<file path="config.mk">
export PLATFORM = sky130hd
export DESIGN_NAME = usr_piso_tx
export DESIGN_NICKNAME = d
export VERILOG_FILES = /design/src/rtl/usr_pkg.sv /design/src/rtl/usr_bit_counter.sv /design/src/rtl/usr_piso_tx.sv
export SDC_FILE = /design/constraint.sdc
export NUM_CORES = 1
export LEC_CHECK = 0
export BUFFER_PORTS_ARGS = -buffer_cell sky130_fd_sc_hd__buf_4
export CORE_MARGIN = 2
export CORE_UTILIZATION = 48
export DETAILED_ROUTE_END_ITERATION = 16
export MAX_ROUTING_LAYER = met4
export PLACE_DENSITY = 0.8
export RECOVER_POWER = 50
export SLEW_MARGIN = 20
export SYNTH_ARGS = -nofsm -noshare
export SYNTH_HDL_FRONTEND = slang
export SYNTH_HIERARCHICAL = 1
export SYNTH_SLANG_ARGS = --single-unit
</file>
<file path="constraint.sdc">
create_clock -name clock -period 1.75 [get_ports clock]
set_input_delay 0.175 -clock clock [delete_from_list [all_inputs] [get_ports clock]]
set_output_delay 0.175 -clock clock [all_outputs]
set_load 0.01 [all_outputs]
</file>
<file path="src/rtl/usr_pkg.sv">
// Shared types and constants for the usr serial-shift transmitter.
package usr_pkg;

    typedef enum logic [1:0] {
        IDLE  = 2'd0,
        SHIFT = 2'd1,
        DONE  = 2'd2
    } tx_state_t;

    localparam logic DIR_LSB_FIRST = 1'b0;
    localparam logic DIR_MSB_FIRST = 1'b1;

endpackage

</file>
<file path="src/rtl/usr_bit_counter.sv">
// Modulo-DW bit counter; terminal flags the last bit of a word.
module usr_bit_counter #(
    parameter int DW = 8
) (
    input  logic clk_i,
    input  logic rst_i,
    input  logic enb_i,
    input  logic clear_i,
    input  logic inc_i,
    output logic terminal_o
);

    localparam int CW = (DW > 1) ? $clog2(DW) : 1;

    logic [CW-1:0] cnt_q, cnt_d;

    assign terminal_o = (cnt_q == CW'(DW - 1));

    // Wrap explicitly at DW-1 so non-power-of-two widths stay modulo-DW.
    always_comb begin
        cnt_d = cnt_q;
        if (clear_i) begin
            cnt_d = '0;
        end else if (inc_i && enb_i) begin
            cnt_d = terminal_o ? '0 : cnt_q + CW'(1);
        end
    end

    always_ff @(posedge clk_i or posedge rst_i) begin
        if (rst_i) begin
            cnt_q <= '0;
        end else begin
            cnt_q <= cnt_d;
        end
    end

endmodule

</file>
<file path="src/rtl/usr_piso_tx.sv">
// Parallel-in/serial-out transmitter feeding a usr in serial-shift mode.
// state | meaning
// IDLE  | waiting for a word, o_ready high
// SHIFT | one data bit per enabled cycle, o_frame high
// DONE  | one-state pulse after last bit, can accept next word
module usr_piso_tx
    import usr_pkg::*;
#(
    parameter int   DW       = 8,
    parameter logic IDLE_LVL = 1'b0
) (
    input  logic          clock,
    input  logic          reset,
    input  logic          enb,
    input  logic          i_valid,
    input  logic [DW-1:0] i_parallel,
    input  logic          i_dir,
    output logic          o_ready,
    output logic          o_serial,
    output logic          o_frame,
    output logic          o_busy,
    output logic          o_done
);

    tx_state_t     state_q, state_d;
    logic [DW-1:0] shreg_q, shreg_d;
    logic          dir_q, dir_d;
    logic          accept;
    logic          cnt_clear, cnt_inc, cnt_terminal;

    usr_bit_counter #(.DW(DW)) u_bit_counter (
        .clk_i      (clock),
        .rst_i      (reset),
        .enb_i      (enb),
        .clear_i    (cnt_clear),
        .inc_i      (cnt_inc),
        .terminal_o (cnt_terminal)
    );

    assign o_ready  = (state_q != SHIFT);
    assign o_frame  = (state_q == SHIFT);
    assign o_busy   = (state_q == SHIFT);
    assign o_done   = (state_q == DONE);
    assign o_serial = (state_q == SHIFT) ? ((dir_q == DIR_MSB_FIRST) ? shreg_q[DW-1] : shreg_q[0])
                                         : IDLE_LVL;
    assign accept   = enb && i_valid && o_ready;

    always_comb begin
        state_d   = state_q;
        shreg_d   = shreg_q;
        dir_d     = dir_q;
        cnt_clear = 1'b0;
        cnt_inc   = 1'b0;
        case (state_q)
            IDLE, DONE: begin
                if (accept) begin
                    shreg_d   = i_parallel;
                    dir_d     = i_dir;
                    cnt_clear = 1'b1;
                    state_d   = SHIFT;
                end else if (enb) begin
                    state_d = IDLE;
                end
            end
            SHIFT: begin
                if (enb) begin
                    cnt_inc = 1'b1;
                    shreg_d = (dir_q == DIR_MSB_FIRST) ? {shreg_q[DW-2:0], 1'b0}
                                                       : {1'b0, shreg_q[DW-1:1]};
                    if (cnt_terminal) begin
                        state_d = DONE;
                    end
                end
            end
            default: state_d = IDLE;
        endcase
    end

    always_ff @(posedge clock or posedge reset) begin
        if (reset) begin
            state_q <= IDLE;
            shreg_q <= '0;
            dir_q   <= DIR_LSB_FIRST;
        end else begin
            state_q <= state_d;
            shreg_q <= shreg_d;
            dir_q   <= dir_d;
        end
    end

endmodule
</file>
# == Word level (Yosys, flattened, before mapping) ==
# Index checks and enable logic that the tools add are counted.
# W data, S select, Z words.
# classes
add_sub_neg,1
mux,18
eq_ne,8
reduce_logical,10
# ops
cell,n
$mux W8,3
$pmux W8 S2,1
$mux W3,3
$mux W2,4
$mux W1,6
$reduce_and A3 Y1,2
$ne A2 B1 Y1 const B,2
$ne A2 B2 Y1 const B,2
$pmux W2 S2,1
$reduce_bool A2 Y1,2
$add A3 B1 Y3 const B,1
$eq A3 B3 Y1 const B,1
$logic_and A1 B1 Y1,3
$ne A3 B3 Y1 const B,1
$eq A2 B1 Y1 const B,1
$eq A2 B2 Y1 const B,1
$logic_not A2 Y1,1
$reduce_and A2 Y1,1
$reduce_or A2 Y1,1
# word_totals
in_bits,13
ff_bits,14
wordCells,41
output_inout_bits,5

# == Longest topological paths before layout ==
# Gate-level depths: netlist of run 1.
# logic_depth
word_depth,5
mapped_depth,5
ltp_nobuf,4

# == Modules after synthesis ==
# The synthesis of run 1 kept the hierarchy.
# modules_own_cells
mod,seq_area_each_um2,cells_each,n_inst,area_each_um2
usr_piso_tx,275.3,57,1,633.1
usr_bit_counter,75.1,15,1,170.2

# == Least setup slack after synthesis of run 1 ==
# OpenSTA, ideal clock, no wires.
# synth_path
kind,reg-to-reg
startpoint,register state_q[0]
endpoint,register shreg_q[7]
period_less_slack_ps,1321
t_arrival_ps,1196
n_path_buf,1
setup_ps,125
stages_incl_launch_ff,5
slack_ps,429
required_time_ps,1625
path_cell_list,dfrtp_1 -> nor2b_4 -> buf_6 -> o21ai_4 -> mux2_2
# synth_via
word_cells_on_any_way,11
classes_between,eq/ne: 5; mux: 1; reduce/logical: 5
# synth_rtl
item,line,text
from (decl),usr_piso_tx.sv:25,"tx_state_t state_q, state_d;"
from (signal assigned),usr_piso_tx.sv:85,state_q <= state_d;
$eq A2 B1 Y1 *,-,
net o_busy,usr_piso_tx.sv:21,"output logic o_busy,"
$ne A2 B2 Y1 (no source line) or $reduce_bool A2 Y1 (tied branches),-,
$reduce_and A3 Y1 (no source line),-,
to (signal assigned),usr_piso_tx.sv:86,shreg_q <= shreg_d;
to (decl),usr_piso_tx.sv:26,"logic [DW-1:0] shreg_q, shreg_d;"
# Mark *: on every way through the listed nets, which the timed path passes. The rest lies on a longest branch.
# A chain may end at the register's enable or synchronous reset.

# == Worst setup path in the final report of run 1 ==
# layout_path
startpoint,register dir_q
endpoint,output o_serial
# layout_via
elab_chain_len,2
# layout_lines
item,line,text
from (decl),usr_piso_tx.sv:27,"logic dir_q, dir_d;"
from (signal assigned),usr_piso_tx.sv:87,dir_q <= dir_d;
$mux W1 (2 in series),usr_piso_tx.sv:44,assign o_serial = (state_q == SHIFT) ? ((dir_q == DIR_MSB_FIRST) ? shreg_q[DW-1] : shreg_q[0])
to (decl),usr_piso_tx.sv:19,"output logic o_serial,"
# Every way passes these cells.

==> metrics.md, run 1 <==
| Metric | Value |
|---|---|
| Status | finished clean |
| Root buffer cell | clkbuf_4 |
| Die boundary width | around 45 um |
| WHS Path Cells | 2 |
| TritonCTS sink count | 14 |
| Core Region | 1540 sq um |
| Number of nets with antenna violations after routing | 0 |
| Height of the chip | between 40 and 50 um |
| Largest driver fanout on the critical path | 10 |
| Number of search-and-repair iterations in the first detailed-routing pass | 4 |
| Die footprint | between 2000 and 2500 sq um |
| Sum of net half-perimeters after detailed placement | 1110 um |
| Library cell occupying the most area in the post-synthesis netlist | dfrtp_1 |
| Clock latency at the later pin of the worst-skew pair | about 0.28 ns |
| Count of final max-slew check failures | 0 |
| Post-CTS Setup Bufs | 0 |
| Sum Neg Setup Slack | 0 ns |
| Critical path required time | 1.57 ns |
| Gpl congestion | 0.779 |
| Total power per unit cell area | 1400 nW/um^2 |
| Static power due to leakage | 0.505 nW |
| GRT Resource Usage Total | 18.1% |
| Layout Cells excl Fill | 106 |
| Port Buffers | 17 |
| Congestion Overflow GR | 0 |
| Number of buffers inserted for hold repair after clock tree synthesis | 1 |
| Total placed instance area | 916 sq um |
| Minimum setup slack in the final design | 0.224 ns |
| Clock Skews | 0.00424 ns |
| Reg clk slew, reported paths | 0.09 ns |
| Synthesized netlist net count | 87 |
| Post-synthesis sequential area ratio | 43.6% |
| Routed wirelength normalized by instance count | 14.0 um |
| Synth-to-layout area growth | 19.8% |
| Cell depth of the worst flop-to-flop path | 3 |
| DR vias/cell | 5.44 |
| Classification of the worst-slack hold path | input pin to flop |
| Initial cell density of the core | ~52% |
| Worst EP arrival | 1.35 ns |
| Placement-stage worst setup slack | between 0.3 and 0.4 ns |
| # setup viols final | 0 |
| Instance count of the mapped netlist | 72 |
| Type of the worst setup path | flop to output pin |
| Number of failing hold endpoints at the final stage | 0 |
| Yosys warning total | 6 |
| F_max | 655 MHz |
| Mean cell area of the mapped netlist | 11.2 sq um |
| Startpoint class of the critical path | flop |
| Number of buffers inserted during clock tree synthesis | 3 |
| Number of maximum-capacitance constraint violations | 0 |
| Total number of placement rows | 14 |
| Max Buffers Root-to-Sink | 2 |
| DRC errors left | 0 |
| Deepest level of the CTS H-tree | 1 |
| Total of flip-flops plus latches after synthesis | 14 |
| Share of post-route cells with drive strength above 1 | between 30% and 40% |
| Antenna violations before repair | 0 |
| Detailed-route wire length | 1480 um |
| Number of vias after detailed routing | 577 |
| TritonCTS clock tree | yes |
| Fraction of post-synthesis cell area in the top cell type by area | 43.6% |
| Detailed router's first-iteration violation count | 13 |
| Area of the mapped netlist | 803 sq um |
| I/O Pins | 18 |
| Largest cells by area after synthesis | dfrtp_1 (44%), mux2i_1 (11%), a221o_1 (7.5%) |
| Post-synth EDFFs | 0 |
| Via count of the first global-routing pass | 551 |
| Final worst-path cycle share | between 80% and 90% |
| Worst slew pin tran | between 0.4 and 0.5 ns |
| Count of inserted antenna diode cells | 0 |
| Peak supply drop | 0.731 mV |
| Post-cts resize count | 0 |
| Final Core Density | 62.4% |
| Maximum number of pins on one net before global-route repair | 12 |
| Cell area after layout | 962 sq um |
| NumNets Final | 106 |
| Post-synth cell types | 24 |
| Cell Count Post-Placement | roughly 100 |
| Worst-case headroom to the max-slew limit | 68.9% |
| Unrepaired setup endpoints after global routing | false |
| Ys flop type | dfrtp_1 |
| Clock period minus final worst setup slack | roughly 1.5 ns |
| Kind of capture point of the worst setup path | output pin |
| First-pass GRT wire length | roughly 2500 um |
| Asr flop ratio synth | 100% |
[per-layer routing]
layer / vias to the layer above / GRT usage [%] / part of all wire, %
met5: - / - / 0
met4: 0 / 5.29 / 0.27
li1: 295 / - / -
met3: 2 / 4.80 / 4.5
met1: 268 / 24.1 / 48
met2: 12 / 27.2 / 47
[logic make-up (layout without fill, tap and decap cells)]
group | after synthesis | after routing | synth area share [%]
adders and majority gates | 2 | 2 | 3.11
muxes | 11 | 11 | 14.0
DFF | 14 | 14 | 43.6
and+or+nand+nor | 18 | 18 | 13.9
AOI/OAI and AO/OA | 16 | 16 | 17.8
buffers and inverters | 11 | 29 | 7.63
[area by class of cell]
type / count / area (sq um)
tap: 16 / 20.0
inverter: 7 / 26.3
sequential: 14 / 350
clock buffer: 4 / 36.3
timing repair buffer: 18 / 138
multi-input combinational: 47 / 392
fill: 134 / 579
[critical path, cell delays in order, from the launching register on]
cell and delay [ns]:
dfrtp_1 0.64, mux2i_1 0.24, nor2_1 0.05, buf_4 0.14
[flip-flops by register name, summed over array words and instances, names as in the netlist]
signal,cells
state_q,2
u_bit_counter/cnt_q,3
dir_q,1
shreg_q,8
[final timing paths]
check	endpoint	from	slack, ns
setup / recovery	o_serial	dir_q	0.22
hold / removal	shreg_q[2]	i_parallel[2]	0.12
setup reg to reg	dir_q	state_q[0]	0.41
hold reg to reg	shreg_q[7]	shreg_q[7]	0.54
max in group asynchronous	shreg_q[0]	reset	1.01
min in group asynchronous	u_bit_counter/cnt_q[2]	reset	0.32
[Yosys cell counts, drive strengths merged (2+ instances only)]
master and count:
dfrtp 14, mux2i 9, inv 7, nor2 7, a221o 6, a21oi 4, buf 4, a21bo 3
ha 2, mux2 2, nand2 2, nand3 2, nor2b 2
[cells in the final DEF, fill, tap and decap left out, types with 2 or more instances in the layout]
| cell type | count |
|---|---|
| buf_4 | 16 |
| dfrtp_1 | 14 |
| mux2i_1 | 9 |
| nor2_1 | 7 |
| inv_1 | 7 |
| a221o_1 | 6 |
| a21oi_1 | 4 |
| clkbuf_4 | 4 |
| a21bo_1 | 3 |
| nand2_1 | 2 |
| mux2_2 | 2 |
| nand3_1 | 2 |
| ha_1 | 2 |
[power by group]
part           internal [mW]  total, mW  switching (mW)
registers              0.444      0.580           0.136
clock network          0.126      0.231           0.105
logic                  0.314      0.539           0.225
total                  0.884       1.35           0.466
[stage by stage]
step / power [mW] / hold slack [ns]
after floorplan: 0.993 / -0.0714
after global placement: 1.10 / 0.0644
after detailed placement: 1.12 / 0.0700
after CTS: 1.36 / 0.113
after global routing: 1.45 / 0.115
final: 1.35 / 0.123
(Power assumes the default switching activity.)
==> run 2: changes to the inputs <==
- ABC_AREA: not set -> 1
==> metrics.md, run 2 <==
| Metric | Value |
|---|---|
| Max reg flops | 8 (unchanged) |
| Worst slew pin tran | 0.582 ns (+0.116 ns) |
| TritonCTS sink count | 14 (unchanged) |
| Top Registers | shreg_q x8, u_bit_counter/cnt_q x3, state_q x2 |
| Reg clk slew, reported paths | 0.09 ns (about the same) |
| Initial cell density of the core | 50.0% (-2.1 points) |
| F_max | 676 MHz (+3.1%) |
| Critical path required time | 1.57 ns (about the same) |
| Congestion Overflow GR | 0 (unchanged) |
| Total number of placement rows | 15 (+1) |
| Clock latency at the later pin of the worst-skew pair | 0.29 ns (about the same) |
| Worst EP arrival | 1.30 ns (-0.05 ns) |
| NumNets Final | 157 (+48%) |
| Number of buffers inserted during clock tree synthesis | 3 (unchanged) |
| Commonest non-fill, non-tap cells in the layout | nand2_1 (65), buf_4 (16), nand3_1 (14), dfrtp_1 (14), inv_1 (5) |
| # setup viols final | 0 (unchanged) |
| Most instantiated cells after synthesis | nand2_1 (65), dfrtp_1 (14), nand3_1 (13) |
| Classification of the worst-slack hold path | input pin to flop |
| Kind of capture point of the worst setup path | output pin |
| Worst-case headroom to the max-slew limit | 61.1% (-7.9 points) |
| Maximum number of pins on one net before global-route repair | 14 (+2) |
| Most numerous cell in the Yosys netlist | nand2_1 |
| Power consumption | 1.56 mW (+16%) |
| Root buffer cell | clkbuf_4 |
| Sum Neg Setup Slack | 0 ns (unchanged) |
| I/O Pins | 18 (unchanged) |
| Mean cell area of the mapped netlist | 6.94 sq um (-38%) |
| Fraction of post-synthesis cell area in the top cell type by area | 41.1% (-2.6 points) |
| Final worst-path cycle share | 84.5% (-2.6 points) |
| Startpoint class of the critical path | flop |
| Most common cell after layout, fill and taps aside | nand2_1 |
| First-pass GRT wire length | 2800 um (+11%) |
| Post-cts resize count | 0 (unchanged) |
| Antenna violations before repair | 0 (unchanged) |
| Clock period minus final worst setup slack | 1.48 ns (-0.0463 ns) |
| Port Buffers | 17 (unchanged) |
| Status | finished clean |
| Number of maximum-capacitance constraint violations | 0 (unchanged) |
| Max Buffers Root-to-Sink | 2 (unchanged) |
| Asr flop ratio synth | 100% (unchanged) |
| Peak supply drop | 0.953 mV (+30%) |
| Height of the chip | 46.2 um (+2.8%) |
| Total power per unit cell area | 1530 nW/um^2 (+9.1%) |
| Post-synth cell types | 18 (-25%) |
| Number of search-and-repair iterations in the first detailed-routing pass | 4 (unchanged) |
| Register with the most flip-flops | shreg_q |
| Area of the mapped netlist | 853 sq um (+6.2%) |
| Routed wirelength normalized by instance count | 10.4 um (-25%) |
| Yosys warning total | 6 (unchanged) |
| DRC errors left | 0 (unchanged) |
| Count of inserted antenna diode cells | 0 (unchanged) |
| Number of nets with antenna violations after routing | 0 (unchanged) |
| Number of failing hold endpoints at the final stage | 0 (unchanged) |
| Clock Skews | 0.00561 ns (+0.00137 ns) |
| Synthesized netlist net count | 138 (+59%) |
| Ys flop type | dfrtp_1 |
| Detailed-route wire length | 1730 um (+17%) |
| Post-synth EDFFs | 0 (unchanged) |
| Deepest level of the CTS H-tree | 1 (unchanged) |
| Instance count of the mapped netlist | 123 (+71%) |
| Via count of the first global-routing pass | 677 (+23%) |
| Unrepaired setup endpoints after global routing | false |
| Post-synthesis sequential area ratio | 41.1% (-2.6 points) |
| Die footprint | 2130 sq um (+5.7%) |
| Detailed router's first-iteration violation count | 27 (+14) |
| Share of post-route cells with drive strength above 1 | 22.7% (-7.3 points) |
| Synth-to-layout area growth | 19.8% (about the same) |
| DR vias/cell | 4.67 (-14%) |
| Type of the worst setup path | flop to output pin |
| TritonCTS clock tree | yes |
| Number of vias after detailed routing | 775 (+34%) |
| Count of final max-slew check failures | 0 (unchanged) |
| GRT Resource Usage Total | 19.8% (+1.8 points) |
| Static power due to leakage | 0.587 nW (+16%) |
| Core Region | 1710 sq um (+11%) |
| Final Core Density | 59.9% (-2.6 points) |
| Largest cells by area after synthesis | dfrtp_1 (41%), nand2_1 (29%), nand3_1 (7.6%) |
| Total of flip-flops plus latches after synthesis | 14 (unchanged) |
| Gpl congestion | 0.844 (+8.3%) |
| Die boundary width | 46.2 um (+2.8%) |
| Sum of net half-perimeters after detailed placement | 1340 um (+20%) |
| Library cell occupying the most area in the post-synthesis netlist | dfrtp_1 |
| Largest driver fanout on the critical path | 9 (-1) |
run 2: cell count changes after synthesis, moves of 3 or more:
cell / before / now
nor2_1: 7 / 2
a221o_1: 6 / 0
a21oi_1: 4 / 1
nand2_1: 2 / 65
nand3_1: 2 / 13
inv_2: 0 / 4
nand2_2: 0 / 3
mux2i_1: 9 / 0
o21ai_1: 0 / 4
a21bo_1: 3 / 0
run 2: area by class of cell:
| type | instances | area (sq um) |
|---|---|---|
| flip-flops and latches | 14 | 350 |
| inverters | 11 | 48.8 |
| well taps | 25 | 31.3 |
| repair buffers | 18 | 138 |
| multi-input cells | 94 | 418 |
| clock buffers | 4 | 36.3 |
| fillers | 163 | 686 |
run 2: worst paths after layout:
| check | cells past startpoint | slack [ns] | to | startpoint |
|---|---|---|---|---|
| max | 4 | 0.27 | o_serial | dir_q |
| min | 3 | 0.10 | dir_q | i_dir |
| max reg2reg | 6 | 0.39 | u_bit_counter/cnt_q[2] | state_q[0] |
| min reg2reg | 2 | 0.53 | u_bit_counter/cnt_q[1] | u_bit_counter/cnt_q[1] |
| max in group asynchronous | 3 | 1.01 | shreg_q[7] | reset |
| min in group asynchronous | 3 | 0.30 | u_bit_counter/cnt_q[0] | reset |
run 2: what timing repair did:
item | CTS | global route
setup buffers | 0 | 0
hold endpoints to repair | 14 | 0
hold buffers | 1 | 0
run 2: worst max-delay path, cell delays in order, from the launching register on:
cell and delay, ns:
dfrtp_1 0.49, inv_2 0.19, nand2_1 0.07, a21oi_1 0.13
buf_4 0.14
run 2: stage by stage:
stage / instances / area [sq um] / setup WS [ns] / hold slack (ns)
after floorplan: 123 / 853 / 0.672 / -0.0714
after global placement: 161 / 981 / 0.489 / 0.0582
after detailed placement: 161 / 981 / 0.444 / 0.0629
after CTS: 166 / 1030 / 0.269 / 0.100
after global routing: 166 / 1020 / 0.186 / 0.119
final: 166 / 1020 / 0.271 / 0.101
run 2: cell families after synthesis:
kind of cell               Yosys count  share of synthesized area, %
and+or+nand+nor                     86                          43.1
buffers and inverters               15                          9.38
DFF                                 14                          41.1
AOI/OAI and AO/OA                    6                          3.52
adders and majority gates            2                          2.93
run 2: power by group:
group / internal (mW) / total (mW) / switching (mW)
combinational: 0.286 / 0.723 / 0.437
clock: 0.127 / 0.234 / 0.107
sequential: 0.471 / 0.608 / 0.136
total: 0.884 / 1.56 / 0.681
run 2: metal layers:
metal  track usage [%]  part of all wire [%]  vias to the layer above
met1              22.7                    45                      343
met4              12.0                   2.5                        0
met2              31.9                    50                       11
met5                 -                     0                        -
met3              3.53                   2.7                        5
li1                  -                     -                      416
==> run 3: changes to the inputs <==
- CORE_UTILIZATION: 48 -> 47
- PLACE_DENSITY: 0.8 -> 0.81
- clock period: 1.75 -> 1.2 ns (I/O delays scaled with it)
==> metrics.md, run 3 (synthesis results as in run 2) <==
| Metric | Value |
|---|---|
| Max Buffers Root-to-Sink | 2 (unchanged) |
| Critical path required time | 1.08 ns (-0.49 ns) |
| Port Buffers | 17 (unchanged) |
| Congestion Overflow GR | 0 (unchanged) |
| Type of the worst setup path | flop to output pin |
| F_max | 791 MHz |
| Core Region | 1710 sq um (unchanged) |
| Clock Skews | 0.00130 ns (-0.00431 ns) |
| Worst slew pin tran | 0.433 ns (-0.150 ns) |
| Die boundary width | 46.6 um (+0.96%) |
| WHS Path Cells | 3 (unchanged) |
| Number of maximum-capacitance constraint violations | 0 (unchanged) |
| Share of post-route cells with drive strength above 1 | 28.8% (+6.1 points) |
| Synth-to-layout area growth | 26.8% |
| Detailed-route wire length | 1990 um (+15%) |
| Classification of the worst-slack hold path | input pin to flop |
| Startpoint class of the critical path | flop |
| Total number of placement rows | 15 (unchanged) |
| Status | complete, but fails checks |
| Worst EP arrival | 1.14 ns (-0.16 ns) |
| Reg clk slew, reported paths | 0.08 ns (about the same) |
| Initial cell density of the core | 50.0% (unchanged) |
| Number of nets with antenna violations after routing | 0 (unchanged) |
| Global Route met1 Usage | 26.2% (+3.5 points) |
| Sum Neg Setup Slack | -0.0687 ns (-0.0687 ns) |
| Worst reg2reg endpoint | u_bit_counter/cnt_q[2] |
| Ordered list of cells on the worst path | inv_2 > nand2_4 > buf_6 > a21oi_2 > buf_4 |
| NumNets Final | 163 (+3.8%) |
| Max reg flops | 8 (unchanged) |
| Height of the chip | 46.6 um (+0.96%) |
| Number of vias after detailed routing | 847 (+9.3%) |
| Gpl congestion | 0.830 (-1.6%) |
| Placement-stage worst setup slack | 0.0301 ns (-0.414 ns) |
| Launch instance of the worst min-delay path | i_dir |
| FF-to-FF setup slack | 0.02 ns (-0.37 ns) |
| First-pass GRT wire length | 3340 um (+19%) |
| Routed wirelength normalized by instance count | 11.6 um (+11%) |
| TritonCTS sink count | 14 (unchanged) |
| # setup viols final | 2 (+2) |
| Detailed router's first-iteration violation count | 11 (-59%) |
| Static power due to leakage | 0.611 nW (+4.2%) |
| Clock latency at the later pin of the worst-skew pair | 0.28 ns (about the same) |
| Worst Hold Path EP | dir_q |
| Met2 routing resource usage after global routing | 39.2% (+7.2 points) |
| Busiest grt layer | met2 |
| Antenna violations before repair | 0 (unchanged) |
| DR vias/cell | 4.95 (+6.1%) |
| Worst-case headroom to the max-slew limit | 71.1% (+10 points) |
| Source of the worst register-to-register timing path | state_q[1] |
| Total power per unit cell area | 2220 nW/um^2 (+45%) |
| Slowest stage cell, crit path | dfrtp_1 |
| Unrepaired setup endpoints after global routing | true |
| Sum of net half-perimeters after detailed placement | 1440 um (+8.1%) |
| Commonest non-fill, non-tap cells in the layout | nand2_1 (64), buf_4 (21), nand3_1 (13), dfrtp_1 (13), inv_2 (5) |
| Worst hold slack across all endpoints | 0.0526 ns (-0.0480 ns) |
| Critical Path Max Stage Delay | 0.37 ns (-0.12 ns) |
| Clock period minus final worst setup slack | 1.26 ns |
| Die footprint | 2170 sq um (+1.9%) |
| Count of inserted antenna diode cells | 0 (unchanged) |
| Failing checks | setup timing |
| Most common cell after layout, fill and taps aside | nand2_1 |
| Count of final max-slew check failures | 0 (unchanged) |
| Peak supply drop | 1.13 mV (+18%) |
| Largest driver fanout on the critical path | 4 (-5) |
| Via count of the first global-routing pass | 771 (+14%) |
| Register with the most flip-flops | shreg_q |
| Top Registers | shreg_q x8, u_bit_counter/cnt_q x3, state_q x2 |
| DRC errors left | 0 (unchanged) |
| Kind of capture point of the worst setup path | output pin |
| Number of search-and-repair iterations in the first detailed-routing pass | 4 (unchanged) |
| Root buffer cell | clkbuf_4 |
| Number of failing hold endpoints at the final stage | 0 (unchanged) |
| Minimum setup slack in the final design | -0.0642 ns (-0.335 ns) |
| Cell depth of the worst flop-to-flop path | 8 (+2) |
| TritonCTS clock tree | yes |
| Filler cell count | 149 (-8.6%) |
| GRT Resource Usage Total | 23.8% (+3.9 points) |
| I/O Pins | 18 (unchanged) |
| Final worst-path cycle share | 105% |
| Deepest level of the CTS H-tree | 1 (unchanged) |
| Number of buffers inserted during clock tree synthesis | 3 (unchanged) |
| Maximum number of pins on one net before global-route repair | 12 (-2) |
| Global Route met3 Usage | 5.10% (+1.6 points) |
-- run 3: cell types whose count changed in the layout (fill, tap and decap cells not counted), sizes merged --
cell	delta
clkbuf	-1
buf	+6
-- run 3: area by class of cell --
class | instances | area, sq um | share of cell area, %
inverter | 11 | 48.8 | 4.51
multi-input combinational | 94 | 442 | 40.8
clock buffer | 3 | 22.5 | 2.08
tap | 25 | 31.3 | 2.89
sequential | 14 | 352 | 32.5
timing repair buffer | 24 | 186 | 17.2
-- run 3: how the worst max path moves through the flow --
stage,startpoint,end,slack [ns],cells past startpoint
detailed placement,state_q[0],u_bit_counter/cnt_q[2],0.03,6
floorplan,state_q[1],u_bit_counter/cnt_q[2],0.12,8
global route,state_q[1],o_serial,-0.12,5
global placement,state_q[0],u_bit_counter/cnt_q[2],0.09,6
finish,state_q[1],o_serial,-0.06,5
CTS,state_q[1],o_serial,-0.07,5
-- run 3: per-layer routing --
layer | up-vias | wire length, um
li1 | 430 | -
met1 | 384 | 809
met4 | 0 | 98
met2 | 21 | 1010
met3 | 12 | 67
met5 | - | 0
-- run 3: per-stage QoR --
| step | power (mW) | utilization [%] | area (sq um) | std cells |
|---|---|---|---|---|
| global route | 2.66 | 63.4 | 1080 | 171 |
| floorplan | 1.69 | - | 853 | 123 |
| global placement | 1.99 | 58.8 | 1000 | 164 |
| detailed placement | 2.04 | 58.8 | 1000 | 164 |
| CTS | 2.40 | 63.2 | 1080 | 171 |
| finish | 2.40 | 63.4 | 1080 | 171 |
-- run 3: worst max-delay path: cells and delay by family (launching register included) --
kind / cells / cell delay, ns
compound gates: 1 / 0.09
flops: 1 / 0.37
simple gates: 1 / 0.06
buf+inv: 3 / 0.33
-- run 3: repair_timing --
item	4_1_cts	5_1_grt
pin swaps	1	0
hold endpoints to repair	14	0
buffers inserted	4	0
resized for setup	5	2
hold buffers	1	0
setup endpoints to repair	4	13
-- run 3: where the power goes --
group	switching, mW	leakage, nW	internal (mW)
logic	0.716	0.419	0.538
registers	0.197	0.179	0.691
clock network	0.145	0.0138	0.117
